--- src/rtl/neuron_sched_pkg.sv ---
// Shared types and field layout for the neuron event scheduler.
package neuron_sched_pkg;

  // Scheduler FSM states
  typedef enum logic [1:0] {
    SCH_IDLE = 2'd0,
    SCH_RD   = 2'd1,
    SCH_LAT  = 2'd2,
    SCH_WR   = 2'd3
  } sched_state_e;

  // Neuron SRAM word layout
  localparam int WORD_W        = 32;
  localparam int NRN_STATE_LSB = 0;
  localparam int NRN_STATE_W   = 12;
  localparam int NRN_THR_LSB   = 12;
  localparam int NRN_THR_W     = 12;
  localparam int NRN_LEAK_LSB  = 24;
  localparam int NRN_LEAK_W    = 7;
  localparam int NRN_DIS_BIT   = 31;

  // Synapse SRAM word layout: eight signed 4-bit weights per word
  localparam int SYN_WEIGHT_W         = 4;
  localparam int SYN_WEIGHTS_PER_WORD = 8;

  // Replace the membrane state field of a neuron word, keeping all other fields
  function automatic logic [WORD_W-1:0] nrn_set_state(input logic [WORD_W-1:0] word,
                                                      input logic [NRN_STATE_W-1:0] state);
    logic [WORD_W-1:0] w_res;
    w_res = word;
    w_res[NRN_STATE_LSB +: NRN_STATE_W] = state;
    return w_res;
  endfunction

endpackage

--- src/rtl/neuron_sched_if.sv ---
// Event, SRAM and spike-output signals of the neuron scheduler.
// master = scheduler view, slave = environment (event source, SRAMs, spike sink).
interface neuron_sched_if
  import neuron_sched_pkg::*;
#(
  parameter int N_ADDR = 8
);
  // event input
  logic                  sched_en;
  logic                  evt_req;
  logic [N_ADDR-1:0]     evt_addr;
  logic                  evt_tref;
  logic                  evt_ack;
  logic                  busy;
  // neuron SRAM
  logic                  nrn_cs;
  logic                  nrn_we;
  logic [N_ADDR-1:0]     nrn_addr;
  logic [WORD_W-1:0]     nrn_wdata;
  logic [WORD_W-1:0]     nrn_rdata;
  // synapse SRAM
  logic                  syn_cs;
  logic [2*N_ADDR-4:0]   syn_addr;
  logic [WORD_W-1:0]     syn_rdata;
  // spike output
  logic                  spk_valid;
  logic                  spk_ready;
  logic [N_ADDR-1:0]     spk_addr;

  modport master (
    input  sched_en, evt_req, evt_addr, evt_tref, nrn_rdata, syn_rdata, spk_ready,
    output evt_ack, busy, nrn_cs, nrn_we, nrn_addr, nrn_wdata, syn_cs, syn_addr,
           spk_valid, spk_addr
  );

  modport slave (
    output sched_en, evt_req, evt_addr, evt_tref, nrn_rdata, syn_rdata, spk_ready,
    input  evt_ack, busy, nrn_cs, nrn_we, nrn_addr, nrn_wdata, syn_cs, syn_addr,
           spk_valid, spk_addr
  );

endinterface

--- src/rtl/neuron_sched_charge.sv ---
// Leaky integrate-and-fire update of one neuron's membrane state.
// Leak events subtract the leak (floor 0); synaptic events add a signed
// 4-bit weight with saturation and fire (reset to 0) at or above threshold.
module lif_neuron_charge
  import neuron_sched_pkg::*;
(
  input  logic                    i_syn_event,
  input  logic                    i_time_ref,
  input  logic [SYN_WEIGHT_W-1:0] i_weight,
  input  logic [NRN_LEAK_W-1:0]   i_leak,
  input  logic [NRN_THR_W-1:0]    i_thr,
  input  logic [NRN_STATE_W-1:0]  i_state,
  output logic [NRN_STATE_W-1:0]  o_state_core_next,
  output logic                    o_spike
);

  logic signed [NRN_STATE_W+1:0] w_sum;
  logic [NRN_STATE_W-1:0]        w_sat;
  logic [NRN_STATE_W-1:0]        w_leak_ext;

  assign w_sum = $signed({2'b00, i_state}) +
                 $signed({{(NRN_STATE_W+2-SYN_WEIGHT_W){i_weight[SYN_WEIGHT_W-1]}}, i_weight});
  assign w_leak_ext = {{(NRN_STATE_W-NRN_LEAK_W){1'b0}}, i_leak};

  // Saturate the integrated value into the unsigned state range
  always_comb begin
    w_sat = w_sum[NRN_STATE_W-1:0];
    if (w_sum[NRN_STATE_W+1]) begin
      w_sat = '0;
    end else if (w_sum[NRN_STATE_W]) begin
      w_sat = '1;
    end
  end

  // Select leak or integrate-and-fire result
  always_comb begin
    o_state_core_next = i_state;
    o_spike           = 1'b0;
    if (i_time_ref) begin
      o_state_core_next = (i_state > w_leak_ext) ? (i_state - w_leak_ext) : '0;
    end else if (i_syn_event) begin
      if (w_sat >= i_thr) begin
        o_spike           = 1'b1;
        o_state_core_next = '0;
      end else begin
        o_state_core_next = w_sat;
      end
    end
  end

endmodule

--- src/rtl/neuron_sched.sv ---
// Event scheduler: for each accepted event, sweeps all post-synaptic neurons
// with a read / latch / write-back sequence and emits spikes on a
// valid/ready output that never drops or duplicates a spike.
module neuron_sched
  import neuron_sched_pkg::*;
#(
  parameter int N_NEUR = 256,
  parameter int N_ADDR = 8
)(
  input  logic           i_clk,
  input  logic           i_rstn,
  neuron_sched_if.master sif
);

  localparam logic [1:0] ST_IDLE = SCH_IDLE;
  localparam logic [1:0] ST_RD   = SCH_RD;
  localparam logic [1:0] ST_LAT  = SCH_LAT;
  localparam logic [1:0] ST_WR   = SCH_WR;

  logic [1:0]          r_state;
  logic [N_ADDR-1:0]   r_j;
  logic [N_ADDR-1:0]   r_pre;
  logic                r_tref;
  logic [WORD_W-1:0]   r_nrn_word;
  logic [WORD_W-1:0]   r_syn_word;
  logic                r_evt_ack;
  logic                r_busy;
  logic                r_spk_valid;
  logic [N_ADDR-1:0]   r_spk_addr;

  logic                    w_accept;
  logic                    w_disabled;
  logic                    w_core_spike;
  logic                    w_spike;
  logic                    w_can_load;
  logic                    w_stall;
  logic                    w_wr_go;
  logic                    w_write;
  logic                    w_spk_load;
  logic                    w_last;
  logic [SYN_WEIGHT_W-1:0] w_weight;
  logic [NRN_STATE_W-1:0]  w_state_core_next;
  logic [SYN_WEIGHT_W-1:0] w_nibble [SYN_WEIGHTS_PER_WORD];

  // Split the held synapse word into its per-neuron weights
  genvar gi;
  generate
    for (gi = 0; gi < SYN_WEIGHTS_PER_WORD; gi++) begin : g_nibble
      assign w_nibble[gi] = r_syn_word[gi*SYN_WEIGHT_W +: SYN_WEIGHT_W];
    end
  endgenerate

  assign w_weight = w_nibble[r_j[2:0]];

  lif_neuron_charge u_charge (
    .i_syn_event       (1'b1),
    .i_time_ref        (r_tref),
    .i_weight          (w_weight),
    .i_leak            (r_nrn_word[NRN_LEAK_LSB +: NRN_LEAK_W]),
    .i_thr             (r_nrn_word[NRN_THR_LSB +: NRN_THR_W]),
    .i_state           (r_nrn_word[NRN_STATE_LSB +: NRN_STATE_W]),
    .o_state_core_next (w_state_core_next),
    .o_spike           (w_core_spike)
  );

  // A write-back cycle may only complete when its spike (if any) can enter
  // the output register; otherwise it repeats with all SRAM selects low.
  assign w_accept   = (r_state == ST_IDLE) & sif.evt_req & sif.sched_en;
  assign w_disabled = r_nrn_word[NRN_DIS_BIT];
  assign w_spike    = w_core_spike & ~w_disabled;
  assign w_can_load = ~r_spk_valid | sif.spk_ready;
  assign w_stall    = (r_state == ST_WR) & w_spike & ~w_can_load;
  assign w_wr_go    = (r_state == ST_WR) & ~w_stall;
  assign w_write    = w_wr_go & ~w_disabled;
  assign w_spk_load = w_wr_go & w_spike;
  assign w_last     = (r_j == N_ADDR'(N_NEUR - 1));

  assign sif.evt_ack   = r_evt_ack;
  assign sif.busy      = r_busy;
  assign sif.nrn_cs    = (r_state == ST_RD) | w_write;
  assign sif.nrn_we    = w_write;
  assign sif.nrn_addr  = r_j;
  assign sif.nrn_wdata = nrn_set_state(r_nrn_word, w_state_core_next);
  assign sif.syn_cs    = (r_state == ST_RD) & ~r_tref;
  assign sif.syn_addr  = {r_pre, r_j[N_ADDR-1:3]};
  assign sif.spk_valid = r_spk_valid;
  assign sif.spk_addr  = r_spk_addr;

  // Sequencer: event latch, neuron counter and SRAM read holding registers
  always_ff @(posedge i_clk or negedge i_rstn) begin
    if (!i_rstn) begin
      r_state    <= ST_IDLE;
      r_j        <= '0;
      r_pre      <= '0;
      r_tref     <= 1'b0;
      r_nrn_word <= '0;
      r_syn_word <= '0;
    end else begin
      case (r_state)
        ST_IDLE: begin
          if (w_accept) begin
            r_pre   <= sif.evt_addr;
            r_tref  <= sif.evt_tref;
            r_j     <= '0;
            r_state <= ST_RD;
          end
        end
        ST_RD: begin
          r_state <= ST_LAT;
        end
        ST_LAT: begin
          r_nrn_word <= sif.nrn_rdata;
          r_syn_word <= r_tref ? '0 : sif.syn_rdata;
          r_state    <= ST_WR;
        end
        ST_WR: begin
          if (w_wr_go) begin
            if (w_last) begin
              r_state <= ST_IDLE;
            end else begin
              r_j     <= r_j + N_ADDR'(1);
              r_state <= ST_RD;
            end
          end
        end
        default: r_state <= ST_IDLE;
      endcase
    end
  end

  // Acceptance pulse and busy flag spanning the whole neuron sweep
  always_ff @(posedge i_clk or negedge i_rstn) begin
    if (!i_rstn) begin
      r_evt_ack <= 1'b0;
      r_busy    <= 1'b0;
    end else begin
      r_evt_ack <= w_accept;
      if (w_accept) begin
        r_busy <= 1'b1;
      end else if (w_wr_go && w_last) begin
        r_busy <= 1'b0;
      end
    end
  end

  // Spike output register: a new load takes priority over the drain
  always_ff @(posedge i_clk or negedge i_rstn) begin
    if (!i_rstn) begin
      r_spk_valid <= 1'b0;
      r_spk_addr  <= '0;
    end else begin
      if (w_spk_load) begin
        r_spk_valid <= 1'b1;
        r_spk_addr  <= r_j;
      end else if (r_spk_valid && sif.spk_ready) begin
        r_spk_valid <= 1'b0;
      end
    end
  end

endmodule

--- src/flat_wrapper.sv ---
// flat-port wrapper written by rule: the top's interface ports become plain ports
module neuron_sched_flat import neuron_sched_pkg::*;
#(
  parameter int N_NEUR = 256,
  parameter int N_ADDR = 8
)
  (i_clk, i_rstn, sif_sched_en, sif_evt_req, sif_evt_addr, sif_evt_tref, sif_nrn_rdata, sif_syn_rdata, sif_spk_ready, sif_evt_ack, sif_busy, sif_nrn_cs, sif_nrn_we, sif_nrn_addr, sif_nrn_wdata, sif_syn_cs, sif_syn_addr, sif_spk_valid, sif_spk_addr);
  neuron_sched_if #(.N_ADDR(N_ADDR)) sif_i ();
  input  logic i_clk;
  input  logic i_rstn;
  input wire logic [$bits(sif_i.sched_en)-1:0] sif_sched_en;
  input wire logic [$bits(sif_i.evt_req)-1:0] sif_evt_req;
  input wire logic [$bits(sif_i.evt_addr)-1:0] sif_evt_addr;
  input wire logic [$bits(sif_i.evt_tref)-1:0] sif_evt_tref;
  input wire logic [$bits(sif_i.nrn_rdata)-1:0] sif_nrn_rdata;
  input wire logic [$bits(sif_i.syn_rdata)-1:0] sif_syn_rdata;
  input wire logic [$bits(sif_i.spk_ready)-1:0] sif_spk_ready;
  output wire logic [$bits(sif_i.evt_ack)-1:0] sif_evt_ack;
  output wire logic [$bits(sif_i.busy)-1:0] sif_busy;
  output wire logic [$bits(sif_i.nrn_cs)-1:0] sif_nrn_cs;
  output wire logic [$bits(sif_i.nrn_we)-1:0] sif_nrn_we;
  output wire logic [$bits(sif_i.nrn_addr)-1:0] sif_nrn_addr;
  output wire logic [$bits(sif_i.nrn_wdata)-1:0] sif_nrn_wdata;
  output wire logic [$bits(sif_i.syn_cs)-1:0] sif_syn_cs;
  output wire logic [$bits(sif_i.syn_addr)-1:0] sif_syn_addr;
  output wire logic [$bits(sif_i.spk_valid)-1:0] sif_spk_valid;
  output wire logic [$bits(sif_i.spk_addr)-1:0] sif_spk_addr;
  assign sif_i.sched_en = sif_sched_en;
  assign sif_i.evt_req = sif_evt_req;
  assign sif_i.evt_addr = sif_evt_addr;
  assign sif_i.evt_tref = sif_evt_tref;
  assign sif_i.nrn_rdata = sif_nrn_rdata;
  assign sif_i.syn_rdata = sif_syn_rdata;
  assign sif_i.spk_ready = sif_spk_ready;
  assign sif_evt_ack = sif_i.evt_ack;
  assign sif_busy = sif_i.busy;
  assign sif_nrn_cs = sif_i.nrn_cs;
  assign sif_nrn_we = sif_i.nrn_we;
  assign sif_nrn_addr = sif_i.nrn_addr;
  assign sif_nrn_wdata = sif_i.nrn_wdata;
  assign sif_syn_cs = sif_i.syn_cs;
  assign sif_syn_addr = sif_i.syn_addr;
  assign sif_spk_valid = sif_i.spk_valid;
  assign sif_spk_addr = sif_i.spk_addr;
  neuron_sched #(.N_NEUR(N_NEUR), .N_ADDR(N_ADDR)) u_core (.i_clk(i_clk), .i_rstn(i_rstn), .sif(sif_i));
endmodule
--- config.mk ---
export PLATFORM = sky130hd
export DESIGN_NAME = neuron_sched_flat
export DESIGN_NICKNAME = d
export VERILOG_FILES = /design/src/rtl/neuron_sched_pkg.sv /design/src/rtl/neuron_sched_if.sv /design/src/rtl/neuron_sched_charge.sv /design/src/rtl/neuron_sched.sv /design/src/flat_wrapper.sv
export SDC_FILE = /design/constraint.sdc
export NUM_CORES = 1
export LEC_CHECK = 0
export CORE_ASPECT_RATIO = 0.75
export CORE_UTILIZATION = 45
export DETAILED_ROUTE_END_ITERATION = 6
export PLACE_DENSITY = 0.73
export SYNTH_ARGS = -nofsm -noshare
export SYNTH_HDL_FRONTEND = slang
export SYNTH_HIERARCHICAL = 1
export SYNTH_SLANG_ARGS = --single-unit
--- constraint.sdc ---
create_clock -name i_clk -period 11.03 [get_ports i_clk]
set_input_delay 1.103 -clock i_clk [delete_from_list [all_inputs] [get_ports i_clk]]
set_output_delay 1.103 -clock i_clk [all_outputs]
set_load 0.05 [all_outputs]
==> results of run 1 <==
[sequential cells by signal, indices dropped and copies added (netlist names)]
name and cells:
u_core/sif.busy 1, u_core/sif.evt_ack 1, u_core/r_tref 1, u_core/r_pre 8, u_core/r_state 2, u_core/sif.spk_addr 8, u_core/r_syn_word 32, u_core/r_nrn_word 32
u_core/sif.spk_valid 1, u_core/sif.nrn_addr 8
[metal layers]
metal | track usage [%] | up-vias
li1 | - | 2409
met1 | 33.1 | 2471
met2 | 38.0 | 209
met3 | 4.87 | 15
met4 | 6.84 | 0
met5 | 0 | -
[logic make-up after synthesis]
| group | Yosys count | synth area share, % |
|---|---|---|
| muxes | 59 | 12.4 |
| other | 1 | 0.0613 |
| adders and majority gates | 39 | 8.22 |
| DFF | 94 | 38.4 |
| and+or+nand+nor | 163 | 15.0 |
| buffers and inverters | 117 | 9.20 |
| xor gates and xnor gates | 8 | 1.14 |
| AOI/OAI and AO/OA | 145 | 15.6 |
[metrics by stage]
step / hold slack, ns / setup slack, ns / utilization, % / std cells / cell area, um^2
global placement: 0.489 / 2.81 / 57.2 / 896 / 7500
global route: 0.530 / 1.72 / 59.5 / 912 / 7790
detailed placement: 0.495 / 2.67 / 57.2 / 896 / 7500
floorplan: 0.501 / 2.63 / - / 629 / 6130
finish: 0.515 / 2.24 / 59.5 / 912 / 7790
CTS: 0.513 / 2.25 / 59.5 / 912 / 7790
[final timing paths]
path / slack (ns) / to / startpoint
max: 2.24 / sif_nrn_cs / u_core/sif.nrn_addr[0]
min reg2reg: 0.51 / u_core/r_pre[7] / u_core/r_pre[7]
min in group asynchronous: 0.69 / u_core/r_nrn_word[30] / i_rstn
min: 0.51 / u_core/r_pre[7] / u_core/r_pre[7]
max in group asynchronous: 9.15 / u_core/r_syn_word[5] / i_rstn
max reg2reg: 3.97 / u_core/sif.spk_addr[6] / u_core/sif.nrn_addr[0]
[layout make-up]
type                       count  area [um^2]
clock inverter                 7         67.6
sequential                    94         2350
tap                          171          214
inverter                      67          251
clock buffer                   9          225
timing repair buffer         146         1450
fill                        1111         5310
multi-input combinational    418         3230
[cell usage in the layout (no fill, tap or decap), types with 4 or more instances in the layout]
cell,n
nand2_1,27
nor3_1,11
nand2b_1,5
a31oi_1,5
o21ai_0,56
o21a_1,4
xnor2_1,4
nor2b_1,7
clkbuf_16,9
nand3_1,6
nor2_1,35
a22oi_1,4
inv_1,67
ha_1,36
dfrtp_1,94
or2_2,4
xor2_1,4
o21ai_1,7
and2_1,5
a21o_1,8
nand4_1,4
and3_1,8
mux4_2,8
conb_1,4
clkdlybuf4s50_1,143
o31ai_1,6
mux2_2,49
nand3b_1,33
a21oi_1,22
[worst reg2reg max path, cell delays in order (launching register included)]
cell and delay (ns):
dfrtp_1 0.79, mux4_2 0.59, o21ai_1 0.94, ha_1 0.46, and3_1 0.21, a211o_1 0.32, a221o_1 0.31, a311oi_2 0.79
nor2_1 0.14, or2_1 0.25, ha_1 0.27, nor2b_1 0.04, o21ai_0 0.16, a21oi_1 0.12, nor2_1 0.12, nor2_1 0.07
nor2_1 0.15, nand3b_2 0.17, nor2b_1 0.64, mux2_2 0.41
==> run summary, run 1 <==
outcome -> complete, no violations
First-pass DRT Iterations -> 5
final setup TNS -> 0 ns
Slew @ Worst Pin -> 1.22 ns
1st-iter DRT viols -> 292
row count -> 36
nets -> 853
Clk pin slew, worst setup/hold paths -> 0.07 ns
cell taking the most area after synthesis -> dfrtp_1
Residual DRC -> 0
CTS buffer count -> 9
Arr. time, crit path -> 7.69 ns
Routed WL -> 16,100 um
Async SR Flop Fraction -> 100%
Crit Path Class -> flop to output pin
hold path depth -> 1
top post-synthesis cells by area -> dfrtp_1, mux2_2, ha_1, o21ai_0, inv_1
delay-heaviest family, CP -> compound AO/OA/AOI/OAI gates
via count -> 5,104
Netlist Area Pre-Place -> 6120 um^2
max layer used -> met4
Die X -> 137 um
R2R cell count -> 19
largest net degree at the start of global routing -> 97
Initial Utilization -> 46.7%
RSZ-0062 raised after global routing -> no
fin crit share -> 79.7%
P&R area growth vs syn -> 27.3%
top cell type's share of synthesized area -> 38.4%
H-tree levels -> 3
Max Root-Sink Buffers -> 2
Max FO, Critical Path -> 15
number of hold violations in the final report -> 0
Max Clk Rate -> 114 MHz
RePlAce Congestion -> 0.893
post-synthesis sequential area ratio -> 38.4%
top-count cell post-synth -> dfrtp_1
Post-synth top cells -> dfrtp_1, inv_1, o21ai_0, mux2_2, ha_1
Worst setup SP type -> flop
Synthesis Warnings -> 6
top_reg_cell synth -> dfrtp_1
WL/cell -> 17.7 um
Final setup viols -> 0
vias in the first global route -> 5,078
Hold/Removal Path Class -> flop to flop
Port Buffers -> 144
Unique masters post-synth -> 68
routed length on met3 -> 1240 um
flip-flop and latch count after synthesis -> 94
initial antenna violation count -> 0
CTS Sinks -> 94
Mapped Cells -> 626
GRT overflow -> 0
fin crit period -> 8.79 ns
Critical Path Most Common Cell -> nor2_1
max-cap violation count -> 0
GRT Total Usage -> 23.9%
post-DP HPWL -> 11,900 um
WL met2 -> 7210 um
Vias per Instance -> 5.60
n_diodes -> 0
CTS root buf -> clkbuf_16
mean post-synth cell area -> 9.78 um^2
Max-slew headroom -> 18.3%
Post-synth EDFFs -> 0
worst path cell trace -> mux4_2 > o21ai_1 > ha_1 > and3_1 > a211o_1 > a221o_1 > a311oi_2 > nor2_1 > nor2_1 > ha_1 > a211oi_1 > o21ai_0 > a21oi_1 > nor2_1 > nor2_1 > nor2_1 > nand3b_2 > nor2_1 > nor3b_1 > or2_2 > clkdlybuf4s50_1
Crit path required time -> 9.93 ns
Worst Skew -> 0.0126 ns
post-route met1 wirelength -> 7490 um
post-route ant nets -> 0
Die Ht -> 103 um
CTS resizes -> 0
Die ar. -> 14,100 um^2
Boundary Pins -> 145
Core Region -> 13,100 um^2
critical path depth -> 21
crit-path max cell delay -> 0.94 ns
cts hold-fix bufs -> 0
crit path capture type -> output pin
Post-CTS Setup Repair Bufs -> 0
Worst-Skew Late Latency -> 0.35 ns
first-pass GRT wire length -> 25,600 um
final max-slew violation count -> 0
Crit-path slowest cell -> o21ai_1
share of cells above drive strength 1 -> 13.1%
TritonCTS clock tree -> built
CP Buf/Inv Count -> 1
Power of run 1 is left out: the tool's default activity adds up to more than one toggle a clock period on the data nets, which glitch-free logic cannot reach.
==> inputs of run 2 (changes only) <==
clock period = 9.17 ns   (was 11.03 ns; I/O delays follow)
==> run 2 against run 1 <==
  * Global-route usage shrank 0.25 points
  * Wire length shrank 1.2%
  * First-iteration DRC count grew 3.8%
  * Non-clock buffer count is the same
  * Via count grew 0.88%
  * Critical path depth is the same
  * Final area is essentially flat
  * Critical endpoint unchanged
  * Clock-buffer cell count grew 2
  * Clock skew shrank 0.0065 ns
  * Highest routed layer unchanged
  * Sequential share of layout area is essentially flat
  * Die area is the same
  * Cell count is the same
==> run summary, run 2 (synthesis results as in run 1) <==
reg-to-reg startpoint -> u_core/sif.nrn_addr[0]
pre-CTS WS -> 0.911 ns (-1.76 ns)
Residual DRC -> 0 (unchanged)
GRT met2 Usage -> 36.7% (-1.3 points)
largest net degree at the start of global routing -> 97 (unchanged)
Worst setup SP type -> flop
First-pass DRT Iterations -> 5 (unchanged)
Crit Path Class -> flop to output pin
1st-iter DRT viols -> 303 (+3.8%)
H-tree levels -> 3 (unchanged)
GRT overflow -> 0 (unchanged)
Crit path required time -> 8.25 ns (-1.68 ns)
CTS Sinks -> 94 (unchanged)
Final setup viols -> 0 (unchanged)
Clk pin slew, worst setup/hold paths -> 0.07 ns (about the same)
most frequent cells in the layout -> clkdlybuf4s50_1, dfrtp_1, inv_1
Die ar. -> 14,100 um^2 (unchanged)
fin crit period -> 8.31 ns
outcome -> complete, no violations
CTS root buf -> clkbuf_16
GRT Total Usage -> 23.7% (-0.25 points)
RePlAce Congestion -> 0.871 (-2.5%)
Max FO, Critical Path -> 15 (unchanged)
Critical Path Most Common Cell -> nor2_1
Initial Utilization -> 46.7% (unchanged)
Final Cell Area -> 7790 um^2 (about the same)
commonest non-fill, non-tap cell in the layout -> clkdlybuf4s50_1
delay-heaviest family, CP -> compound AO/OA/AOI/OAI gates
number of hold violations in the final report -> 0 (unchanged)
Routed WL -> 15,900 um (-1.2%)
Post-DP Area -> 7500 um^2 (unchanged)
Die Ht -> 103 um (unchanged)
max-cap violation count -> 0 (unchanged)
fin crit share -> 90.7%
post-route ant nets -> 0 (unchanged)
n_diodes -> 0 (unchanged)
crit-path max cell delay -> 0.85 ns (-0.09 ns)
Worst-Skew Late Latency -> 0.35 ns (about the same)
Hold/Removal Path Class -> input port to asynchronous set/reset pin
post-DP HPWL -> 11,700 um (-2.0%)
# placed instances -> 896 (unchanged)
crit path capture type -> output pin
biggest regs -> u_core/r_nrn_word (32), u_core/r_syn_word (32)
CP Buf/Inv Count -> 1 (unchanged)
Vias per Instance -> 5.65 (+0.88%)
GRT Max-Usage Layer -> met2
share of cells above drive strength 1 -> 13.1% (unchanged)
Port Buffers -> 144 (unchanged)
WL/cell -> 17.4 um (-1.2%)
Arr. time, crit path -> 7.40 ns (-0.29 ns)
P&R area growth vs syn -> 27.2% (about the same)
Core Region -> 13,100 um^2 (unchanged)
CTS buffer count -> 9 (unchanged)
initial antenna violation count -> 0 (unchanged)
worst reg2reg setup slack -> 2.35 ns (-1.62 ns)
Boundary Pins -> 145 (unchanged)
met1 Track Usage GR -> 32.7% (-0.46 points)
Max-slew headroom -> 31.5% (+13 points)
Die X -> 137 um (unchanged)
Crit-path slowest cell -> a311oi_2
nets -> 853 (unchanged)
first-pass GRT wire length -> 25,400 um (-0.73%)
vias in the first global route -> 5,064 (-0.28%)
Max Clk Rate -> 120 MHz
TritonCTS clock tree -> built
Max Root-Sink Buffers -> 2 (unchanged)
worst reg2reg endpoint -> u_core/sif.spk_addr[4]
row count -> 36 (unchanged)
via count -> 5,149 (+0.88%)
Worst Skew -> 0.00609 ns (-0.00647 ns)
met3 Usage GRT -> 6.88% (+2.0 points)
worst path cell trace -> mux4_2 > o21ai_2 > ha_1 > a21o_1 > a221o_1 > and2_1 > a311oi_2 > nor2_1 > nor2_1 > ha_1 > a211oi_1 > o21ai_0 > a21oi_1 > nor2_1 > nor2_1 > nor2_1 > nand3b_2 > nor2_1 > nor3b_1 > or2_2 > clkdlybuf4s50_1
fin cells -> 912 (unchanged)
final worst slack -> 0.856 ns (-1.38 ns)
R2R cell count -> 19 (unchanged)
final max-slew violation count -> 0 (unchanged)
RSZ-0062 raised after global routing -> no
cts hold-fix bufs -> 0 (unchanged)
Slew @ Worst Pin -> 1.03 ns (-0.189 ns)
final setup TNS -> 0 ns (unchanged)
## run 2: cell type report
cell class                 count  area (um^2)
clock buffer                  11          243
clock inverter                 5         41.3
fill                        1108         5320
inverter                      67          251
multi-input combinational    418         3230
sequential                    94         2350
tap                          171          214
timing repair buffer         146         1450
## run 2: how the worst max path moves through the flow
| stage | from | to | cells past startpoint |
|---|---|---|---|
| 4_1_cts | u_core/sif.nrn_addr[0] | sif_nrn_cs | 21 |
| 6_report | u_core/sif.nrn_addr[0] | sif_nrn_cs | 21 |
| 2_1_floorplan | u_core/sif.nrn_addr[0] | sif_nrn_cs | 22 |
| 3_3_place_gp | u_core/sif.nrn_addr[0] | sif_nrn_cs | 21 |
| 5_1_grt | u_core/sif.nrn_addr[0] | sif_nrn_cs | 21 |
| 3_5_place_dp | u_core/sif.nrn_addr[0] | sif_nrn_cs | 21 |
## run 2: worst register-to-register path, cell delays in order, from the launching register on
cell      delay [ns]
dfrtp_1         0.83
mux4_2          0.60
o21ai_2         0.58
ha_1            0.41
a21o_1          0.20
a221o_1         0.43
and2_1          0.22
a311oi_2        0.85
nor2_1          0.15
or2_1           0.26
ha_1            0.27
nor2b_1         0.04
o21ai_0         0.19
a21oi_1         0.13
nor2_1          0.12
nor2_1          0.07
nor2_1          0.17
nand3b_2        0.17
nor2b_1         0.62
mux2_2          0.41
## run 2: per-stage QoR
step                      utilization, %  hold WS, ns
after global routing                59.4        0.529
after global placement              57.2        0.490
after CTS                           59.4        0.516
after detailed placement            57.2        0.495
final                               59.4        0.511
after floorplan                        -        0.501
## run 2: what timing repair did
item                       in CTS  in global routing
setup buffers                   0                  0
setup endpoints to repair       0                  2
resized for setup               0                  1
## run 2: per-layer routing
metal | vias up | routed length, um
li1 | 2413 | -
met1 | 2508 | 7230
met2 | 213 | 7240
met3 | 15 | 1270
met4 | 0 | 169
met5 | - | 0
Power of run 2 is left out for the same reason.
==> inputs of run 3 (changes only) <==
ABC_AREA = 1   (was not set)
HOLD_SLACK_MARGIN = 0.03   (was not set)
RECOVER_POWER = 25   (was not set)
==> run 3 against run 2 <==
  * The run now ends with max-capacitance violations, max-slew violations left
  * Synthesized cell count up 37%
  * Fmax up 18%
  * Global-route usage down 0.49 points
  * Final area up 2.8%
  * Via count up 8.9%
  * Worst hold slack worse by 0.026 ns
  * Setup slack better by 1.2 ns
  * Clock skew up 0.0017 ns
  * Sequential share of layout area down 0.81 points
  * Critical endpoint is now sif_nrn_wdata[11]
==> run summary, run 3 <==
outcome -> complete, but fails checks
failing checks -> max-capacitance violations, max-slew violations
P&R area growth vs syn -> 24.9%
mean post-synth cell area -> 7.47 um^2 (-24%)
Unique masters post-synth -> 38 (-44%)
1st-iter DRT viols -> 404 (+33%)
post-route ant nets -> 0 (unchanged)
Worst Skew -> 0.00781 ns (+0.00172 ns)
post-DP HPWL -> 12,500 um (+7.1%)
GRT overflow -> 0 (unchanged)
CTS buffer count -> 9 (unchanged)
WL/cell -> 14.3 um (-18%)
final setup TNS -> 0 ns (unchanged)
Boundary Pins -> 145 (unchanged)
CP startpoint -> u_core/sif.nrn_addr[1]
Die Ht -> 105 um (+2.3%)
fin crit period -> 7.07 ns (-1.24 ns)
Crit path required time -> 8.25 ns (about the same)
worst reg2reg endpoint -> u_core/sif.spk_addr[6]
most frequent cells in the layout -> nand2_1, clkdlybuf4s50_1, inv_1
RePlAce Congestion -> 0.949 (+9.0%)
row count -> 37 (+2.8%)
Post-synth top cells -> nand2_1, inv_1, dfrtp_1, nand3_1, o21ai_0
GRT Total Usage -> 23.2% (-0.49 points)
Synthesis Warnings -> 6 (unchanged)
commonest non-fill, non-tap cell in the layout -> nand2_1
nets -> 1,079 (+26%)
Residual DRC -> 0 (unchanged)
share of cells above drive strength 1 -> 7.34% (-5.7 points)
Final setup viols -> 0 (unchanged)
RSZ-0062 raised after global routing -> no
fin crit share -> 77.1% (-14 points)
crit-path max cell delay -> 0.82 ns (-0.03 ns)
Max FO, Critical Path -> 24 (+9)
Die X -> 140 um (+2.3%)
reg-to-reg startpoint -> u_core/sif.nrn_addr[1]
CTS Sinks -> 94 (unchanged)
crit path to -> sif_nrn_wdata[11]
flip-flop and latch count after synthesis -> 94 (unchanged)
final max-slew violation count -> 97 (+97)
Hold/Removal Path Class -> flop to flop
via count -> 5,609 (+8.9%)
Core Region -> 13,800 um^2 (+5.2%)
Routed WL -> 16,300 um (+2.4%)
Async SR Flop Fraction -> 100% (unchanged)
Netlist Area Pre-Place -> 6410 um^2 (+4.7%)
Arr. time, crit path -> 6.15 ns (-1.25 ns)
biggest regs -> u_core/r_nrn_word (32), u_core/r_syn_word (32)
top post-synthesis cells by area -> dfrtp_1, nand2_1, inv_1, ha_1, nand3_1
H-tree levels -> 3 (unchanged)
Slew @ Worst Pin -> 3.22 ns (+2.19 ns)
Post-synth EDFFs -> 0 (unchanged)
n_diodes -> 0 (unchanged)
top-count cell post-synth -> nand2_1
post-synthesis sequential area ratio -> 36.7% (-1.7 points)
number of hold violations in the final report -> 0 (unchanged)
largest net degree at the start of global routing -> 72 (-26%)
top cell type's share of synthesized area -> 36.7% (-1.7 points)
Max Clk Rate -> 141 MHz (+18%)
Max Root-Sink Buffers -> 2 (unchanged)
R2R cell count -> 26 (+7)
Clk pin slew, worst setup/hold paths -> 0.07 ns (about the same)
Critical Path Most Common Cell -> nand2_1
Worst setup SP type -> flop
Max-slew headroom -> -114% (-150 points)
min-delay src -> u_core/r_pre[3]
cts hold-fix bufs -> 0 (unchanged)
Initial Utilization -> 46.4% (-0.25 points)
first-pass GRT wire length -> 27,100 um (+6.5%)
Crit-path slowest cell -> clkdlybuf4s50_1
Die ar. -> 14,700 um^2 (+4.6%)
First-pass DRT Iterations -> 7 (+2)
cell taking the most area after synthesis -> dfrtp_1
CTS root buf -> clkbuf_16
Mapped Cells -> 858 (+37%)
max-cap violation count -> 2 (+2)
CTS resizes -> 0 (unchanged)
worst reg2reg setup slack -> 3.84 ns (+1.49 ns)
Crit Path Class -> flop to output pin
Port Buffers -> 144 (unchanged)
TritonCTS clock tree -> built
Post-CTS Setup Repair Bufs -> 0 (unchanged)
initial antenna violation count -> 0 (unchanged)
hold path depth -> 2
crit path capture type -> output pin
Worst-Skew Late Latency -> 0.34 ns (about the same)
top_reg_cell synth -> dfrtp_1
vias in the first global route -> 5,278 (+4.2%)
Vias per Instance -> 4.91 (-13%)
[run 3: changes by cell type after synthesis, moves of 9 or more]
cell,previous run,this run
nand3_1,6,75
nor3_1,11,2
nand3b_1,33,0
mux2_2,49,31
inv_1,67,124
nand2_1,27,246
[run 3: per-stage QoR]
step	util, %	setup slack (ns)	cell area (um^2)	hold slack [ns]	std cells
final	58.0	2.10	8000	0.484	1142
after global routing	58.0	1.48	8000	0.508	1142
after CTS	58.2	2.14	8020	0.489	1142
after detailed placement	56.1	2.53	7730	0.470	1126
after global placement	56.1	2.62	7730	0.461	1126
after floorplan	-	3.25	6410	0.504	859
[run 3: how the worst min path moves through the flow]
stage                     slack, ns               endpoint
after floorplan                0.50  u_core/r_syn_word[10]
after global placement         0.46        u_core/r_pre[6]
after detailed placement       0.47        u_core/r_pre[7]
after CTS                      0.49        u_core/r_pre[3]
after global routing           0.51        u_core/r_pre[3]
final                          0.48        u_core/r_pre[3]
[run 3: cell type report]
class                      instances  area, um^2
sequential                        94        2350
fill                            1321        5790
clock inverter                     7        63.8
clock buffer                       9         225
tap                              175         219
inverter                         127         477
multi-input combinational        584        3220
timing repair buffer             146        1450
[run 3: metal layers]
layer | vias to the layer above | share of wire (%) | track usage [%] | wire length, um
li1 | 2893 | - | - | -
met1 | 2516 | 53 | 35.8 | 8650
met2 | 192 | 40 | 32.8 | 6440
met3 | 8 | 6.6 | 5.00 | 1080
met4 | 0 | 0.70 | 4.71 | 114
met5 | - | 0 | 0 | 0
[run 3: worst max-delay path, delay by kind of cell, from the launching register on]
kind	cells	cell delay, ns
buf+inv	3	1.21
flops	1	0.61
simple gates	20	2.83
compound gates	3	0.45
fa+ha+maj	2	0.70
[run 3: cells by family after synthesis]
logic type,Yosys count,share of synthesized area [%]
flops,94,36.7
fa+ha+maj,39,7.85
xor+xnor,14,1.91
other cells,1,0.0585
compound gates,104,8.42
mux,31,5.45
simple gates,394,26.5
buf+inv,181,13.1
Power of run 3 is left out for the same reason.
==> patch 1, RTL diff (flow settings as in run 1) <==
The package constant `NRN_STATE_W` goes from 12 to 18.
--- a/src/rtl/neuron_sched_pkg.sv
+++ b/src/rtl/neuron_sched_pkg.sv
@@ -14,3 +14,3 @@
   localparam int NRN_STATE_LSB = 0;
-  localparam int NRN_STATE_W   = 12;
+  localparam int NRN_STATE_W   = 18;
   localparam int NRN_THR_LSB   = 12;
Function: changed (Yosys sat finds a counterexample within 4 cycles, from zero or initial values and one cycle with i_rstn low).
==> patch 1 against run 1 <==
Worst setup slack worse by 270 ps. Core utilization is 0.90 points lower. Final area is 8.6% higher. Critical endpoint unchanged. Sequential cell count stayed put. Wire length is 17% higher. Die area is 8.7% higher. Area after synthesis is 8.8% higher. Via count is 14% higher. Sequential share of layout area is 2.4 points lower.
Power is not shown: default switching activity piles up to over one toggle a cycle in this logic, so the estimate is an artifact.
==> patch 1: results (changes against run 1) <==
- Outcome: completed
- Nets: 952 (+12%)
- M3 GR Usage: 6.495% (+1.6 points)
- Synthesized-area fraction occupied by xor and xnor cells: 1.973% (+0.83 points)
- Drt total wl: 18830 um (+17%)
- Post-Route M1 WL: 9174 um (+22%)
- Worst path arrival time: 7960 ps (+270 ps)
- Dpl cells: 1018 (+14%)
- Clock slew at reported path FFs: 70 ps (about the same)
- Largest net degree at the start of global routing: 97 (unchanged)
- Proportion of synthesized area in mux cells: 10.99% (-1.4 points)
- Placed instance area: 8138 um^2 (+8.5%)
- Detailed Routing Iterations Pass 1: 5 (unchanged)
- Leading registers by flop count: u_core/r_nrn_word x32, u_core/r_syn_word x32
- WL met3: 1288 um (+4.1%)
- Mapped Avg Cell Area: 9.328 um^2 (-4.6%)
- Post-synthesis compound-gate area fraction: 19.20% (+3.6 points)
- CP max-delay cell: dfrtp_1
- Unique masters post-synth: 69 (+1.5%)
- Clock latency on the worst-skew pair: 350 ps (about the same)
- Post CTS Setup Buffer Count: 0 (unchanged)
- GR Layer Usage met2: 40.27% (+2.2 points)
- Post-synth ARST share: 100.0% (unchanged)
- Synth Area in Adders: 8.679% (+0.46 points)
- Register area share after synthesis: 35.32% (-3.1 points)
- GP Congestion: 0.8535 (-4.4%)
- Tot GR Track Use: 26.10% (+2.2 points)
- Vias in the first global route: 5731 (+13%)
- Fillers: 1285 (+16%)
- Layout cells sized above 1: 11.87% (-1.2 points)
- Hold buffers post-CTS: 0 (unchanged)
- Final HPWL DP: 14060 um (+18%)
- Worst Skew: 9.010 ps (-3.543 ps)
- DRT iter0 DRCs: 392 (+34%)
- Routed via count: 5797 (+14%)
- Worst Min Path Start: u_core/sif.spk_addr[1]$_DFFE_PN0P_
- Cts bufs inserted: 9 (unchanged)
- Largest cells by area after synthesis: dfrtp_1 (35%), mux2_2 (8.3%), ha_1 (8.1%)
- Met2 routed wirelength: 8161 um (+13%)
- Met1 Use GR: 36.51% (+3.4 points)
- Post-synth top cells: dfrtp_1 (94), inv_1 (80), o21ai_0 (62)
- Via-to-Cell Ratio: 5.601 (about the same)
- Place WS: 2403 ps (-265.7 ps)
- CP max stage delay: 800 ps (-140 ps)
- Global-route wire length before repair: 30350 um (+19%)
- Initial antenna violation count: 1 (+1)
- Worst-Margin Slew: 1005 ps (-211.5 ps)
- CP max FO: 20 (+5)
[patch 1: cell type report]
class                           count  area, um^2  share of cell area [%]
Multi-Input combinational cell    493        3751                   44.32
Sequential cell                    94        2352                   27.79
Timing Repair Buffer              149        1476                   17.44
Inverter                           82       307.8                   3.636
Tap cell                          200       250.2                   2.956
Clock buffer                       11       242.7                   2.868
Clock inverter                      5       81.33                  0.9608
Antenna cell                        1       2.502                 0.02956
[patch 1: final timing paths]
check                                                      to  slack, ps  depth (start not counted)
max                                                sif_nrn_cs       1970                         26
min reg2reg                u_core/sif.spk_addr[1]$_DFFE_PN0P_        510                          1
max in group asynchronous    u_core/r_nrn_word[4]$_DFFE_PN0N_       9180                          2
min                        u_core/sif.spk_addr[1]$_DFFE_PN0P_        510                          1
max reg2reg                u_core/sif.spk_addr[6]$_DFFE_PN0P_       3470                         24
min in group asynchronous  u_core/sif.spk_addr[7]$_DFFE_PN0P_        700                          1
==> patch 2, RTL diff (flow settings as in run 1) <==
Without the edit above. Reset style: synchronous (`i_rstn`), changed in 3 clocked blocks.
--- a/src/rtl/neuron_sched.sv
+++ b/src/rtl/neuron_sched.sv
@@ -89,3 +89,3 @@
   // Sequencer: event latch, neuron counter and SRAM read holding registers
-  always_ff @(posedge i_clk or negedge i_rstn) begin
+  always_ff @(posedge i_clk) begin
     if (!i_rstn) begin
@@ -131,3 +131,3 @@
   // Acceptance pulse and busy flag spanning the whole neuron sweep
-  always_ff @(posedge i_clk or negedge i_rstn) begin
+  always_ff @(posedge i_clk) begin
     if (!i_rstn) begin
@@ -146,3 +146,3 @@
   // Spike output register: a new load takes priority over the drain
-  always_ff @(posedge i_clk or negedge i_rstn) begin
+  always_ff @(posedge i_clk) begin
     if (!i_rstn) begin
Formal check against the unedited RTL: differs if i_rstn is asserted again (counterexample within 4 cycles, from zero or initial values and one cycle with i_rstn low); with i_rstn held inactive, the same outputs for 4 cycles.
==> patch 2 against run 1 <==
Clock skew shrank 3.6 ps. Critical path type unchanged. Wire length down 1.5%. Final area shrank 3.9%. First-iteration DRC count down 2.7%. Worst setup slack improved by 460 ps. Register-to-register slack gained 300 ps. Highest routed layer unchanged. Critical path depth is the same. Sequential cell count stayed put. Area after synthesis fell by 4.5%.
Power is left out: it rests on default switching activity, and per cell area and clock period it moved more than threefold.
==> patch 2: results (changes against run 1) <==
- Start of the worst register-to-register path: u_core/sif.nrn_addr[0]$_SDFFE_PN0P_
- Hold path depth: 2 (+1)
- GP Congestion: 0.8882 (-0.56%)
- Clock latency on the worst-skew pair: approximately 340 ps
- Cts bufs inserted: 9 (unchanged)
- Port Buf Inserts: 144 (unchanged)
- Nets: 915 (+7.3%)
- Worst path arrival time: 7230 ps (-460 ps)
- Layout cells sized above 1: 5.106% (-8.0 points)
- FF-to-FF End: u_core/sif.spk_addr[1]$_SDFFE_PN0P_
- CP max FO: 15 (unchanged)
- Post CTS Setup Buffer Count: 0 (unchanged)
- Unique masters post-synth: 66 (-2.9%)
- Worst reg2reg path depth: 20 (+1)
- Leading registers by flop count: u_core/r_nrn_word x32, u_core/r_syn_word x32
- Post-synth top cells: nor2_1 (113), dfxtp_1 (94), a21oi_1 (65)
- Vias in the first global route: 5125 (+0.93%)
- Clock slew at reported path FFs: 70 ps (about the same)
- Worst Skew: 8.977 ps (-3.577 ps)
- DR WL/cell: 16.38 um (-7.3%)
- Initial antenna violation count: 0 (unchanged)
- Outcome: completed
- GR Layer Usage met2: 39.54% (+1.5 points)
- Slew Viols, Final: 0 (unchanged)
- H-tree levels: 3 (unchanged)
- Hold buffers post-CTS: 0 (unchanged)
- Final HPWL DP: 11820 um (-0.78%)
- Post-synth ARST share: 0% (-100 points)
- Period utilisation layout: 75.52% (-4.2 points)
- Met1 Use GR: 32.16% (-0.96 points)
- M3 GR Usage: 4.525% (-0.34 points)
- Startpoint types: flop
- Worst Min Path Start: u_core/r_pre[4]$_SDFFE_PN0P_
- Routed via count: 5275 (+3.4%)
- Worst hold path class: flop to flop
- Detailed Routing Iterations Pass 1: 5 (unchanged)
- Clock Tree Buf Depth: 2 (unchanged)
- Global-route wire length before repair: 25560 um (-0.14%)
- Tot GR Track Use: 24.08% (+0.15 points)
- WHS Endpoint: u_core/r_pre[4]$_SDFFE_PN0P_
- Post-Route M1 WL: 7633 um (+1.9%)
- Place WS: 3030 ps (+361.1 ps)
- CTS Root Cell: clkbuf_16
- Slew HR: 16.47% (-1.9 points)
- Largest cells by area after synthesis: dfxtp_1 (32%), ha_1 (7.9%), nor2_1 (7.3%)
- DRT iter0 DRCs: 284 (-2.7%)
- Setup Total Neg Slack: 0 ps (unchanged)
- Met2 routed wirelength: 7019 um (-2.6%)
- Register area share after synthesis: 32.18% (-6.2 points)
- R2R Setup Slk: 4270 ps (+300 ps)
- Largest net degree at the start of global routing: 65 (-33%)
- WL met3: 998 um (-19%)
## patch 2: changes by cell type in the layout (fill, tap and decap cells not counted), moves of 41 or more
cell and change:
dfrtp_1 -94, dfxtp_1 +94, nor2_1 +78, mux2_2 -45
a21oi_1 +43, mux2i_1 +41, o21ai_0 -41
## patch 2: area by class of cell
| class | instances | area, um^2 |
|---|---|---|
| Clock inverter | 7 | 95.09 |
| Sequential cell | 94 | 1882 |
| Fill cell | 1090 | 4990 |
| Clock buffer | 9 | 225.2 |
| Tap cell | 166 | 207.7 |
| Multi-Input combinational cell | 512 | 3493 |
| Inverter | 35 | 131.4 |
| Timing Repair Buffer | 146 | 1456 |
## patch 2: cell families after synthesis
family                     Yosys count  share of synthesized area, %
other                                1                       0.06414
DFF                                 94                         32.18
AOI/OAI and AO/OA                  147                         16.78
muxes                               55                         11.81
and+or+nand+nor                    259                         21.01
buffers and inverters               94                         8.346
xor gates and xnor gates             8                         1.198
adders and majority gates           39                         8.603
## patch 2: per-stage QoR
stage | cells | util, % | hold slack (ps) | cell area (um^2)
3_3_place_gp | 953 | 57.45 | 442.9 | 7171
4_1_cts | 969 | 60.02 | 458.8 | 7491
3_5_place_dp | 953 | 57.45 | 450.2 | 7171
5_1_grt | 969 | 60.02 | 482.3 | 7491
2_1_floorplan | 700 | - | 461.8 | 5858
6_report | 969 | 60.02 | 457.3 | 7491
## patch 2: critical path: stages (launching register included)
cell	delay [ps]
dfxtp_1	750
mux4_1	640
mux2_2	440
ha_1	420
a21o_1	210
a221o_1	440
and2_1	230
a311oi_2	800
nor2_1	170
or2_1	260
ha_1	270
nor2b_1	40
o21ai_0	150
a21oi_1	110
nor2_1	110
nor2_1	50
nor2_1	120
nand3b_1	210
nor2_1	360
nor3_1	100
or2_2	280
clkdlybuf4s50_1	700
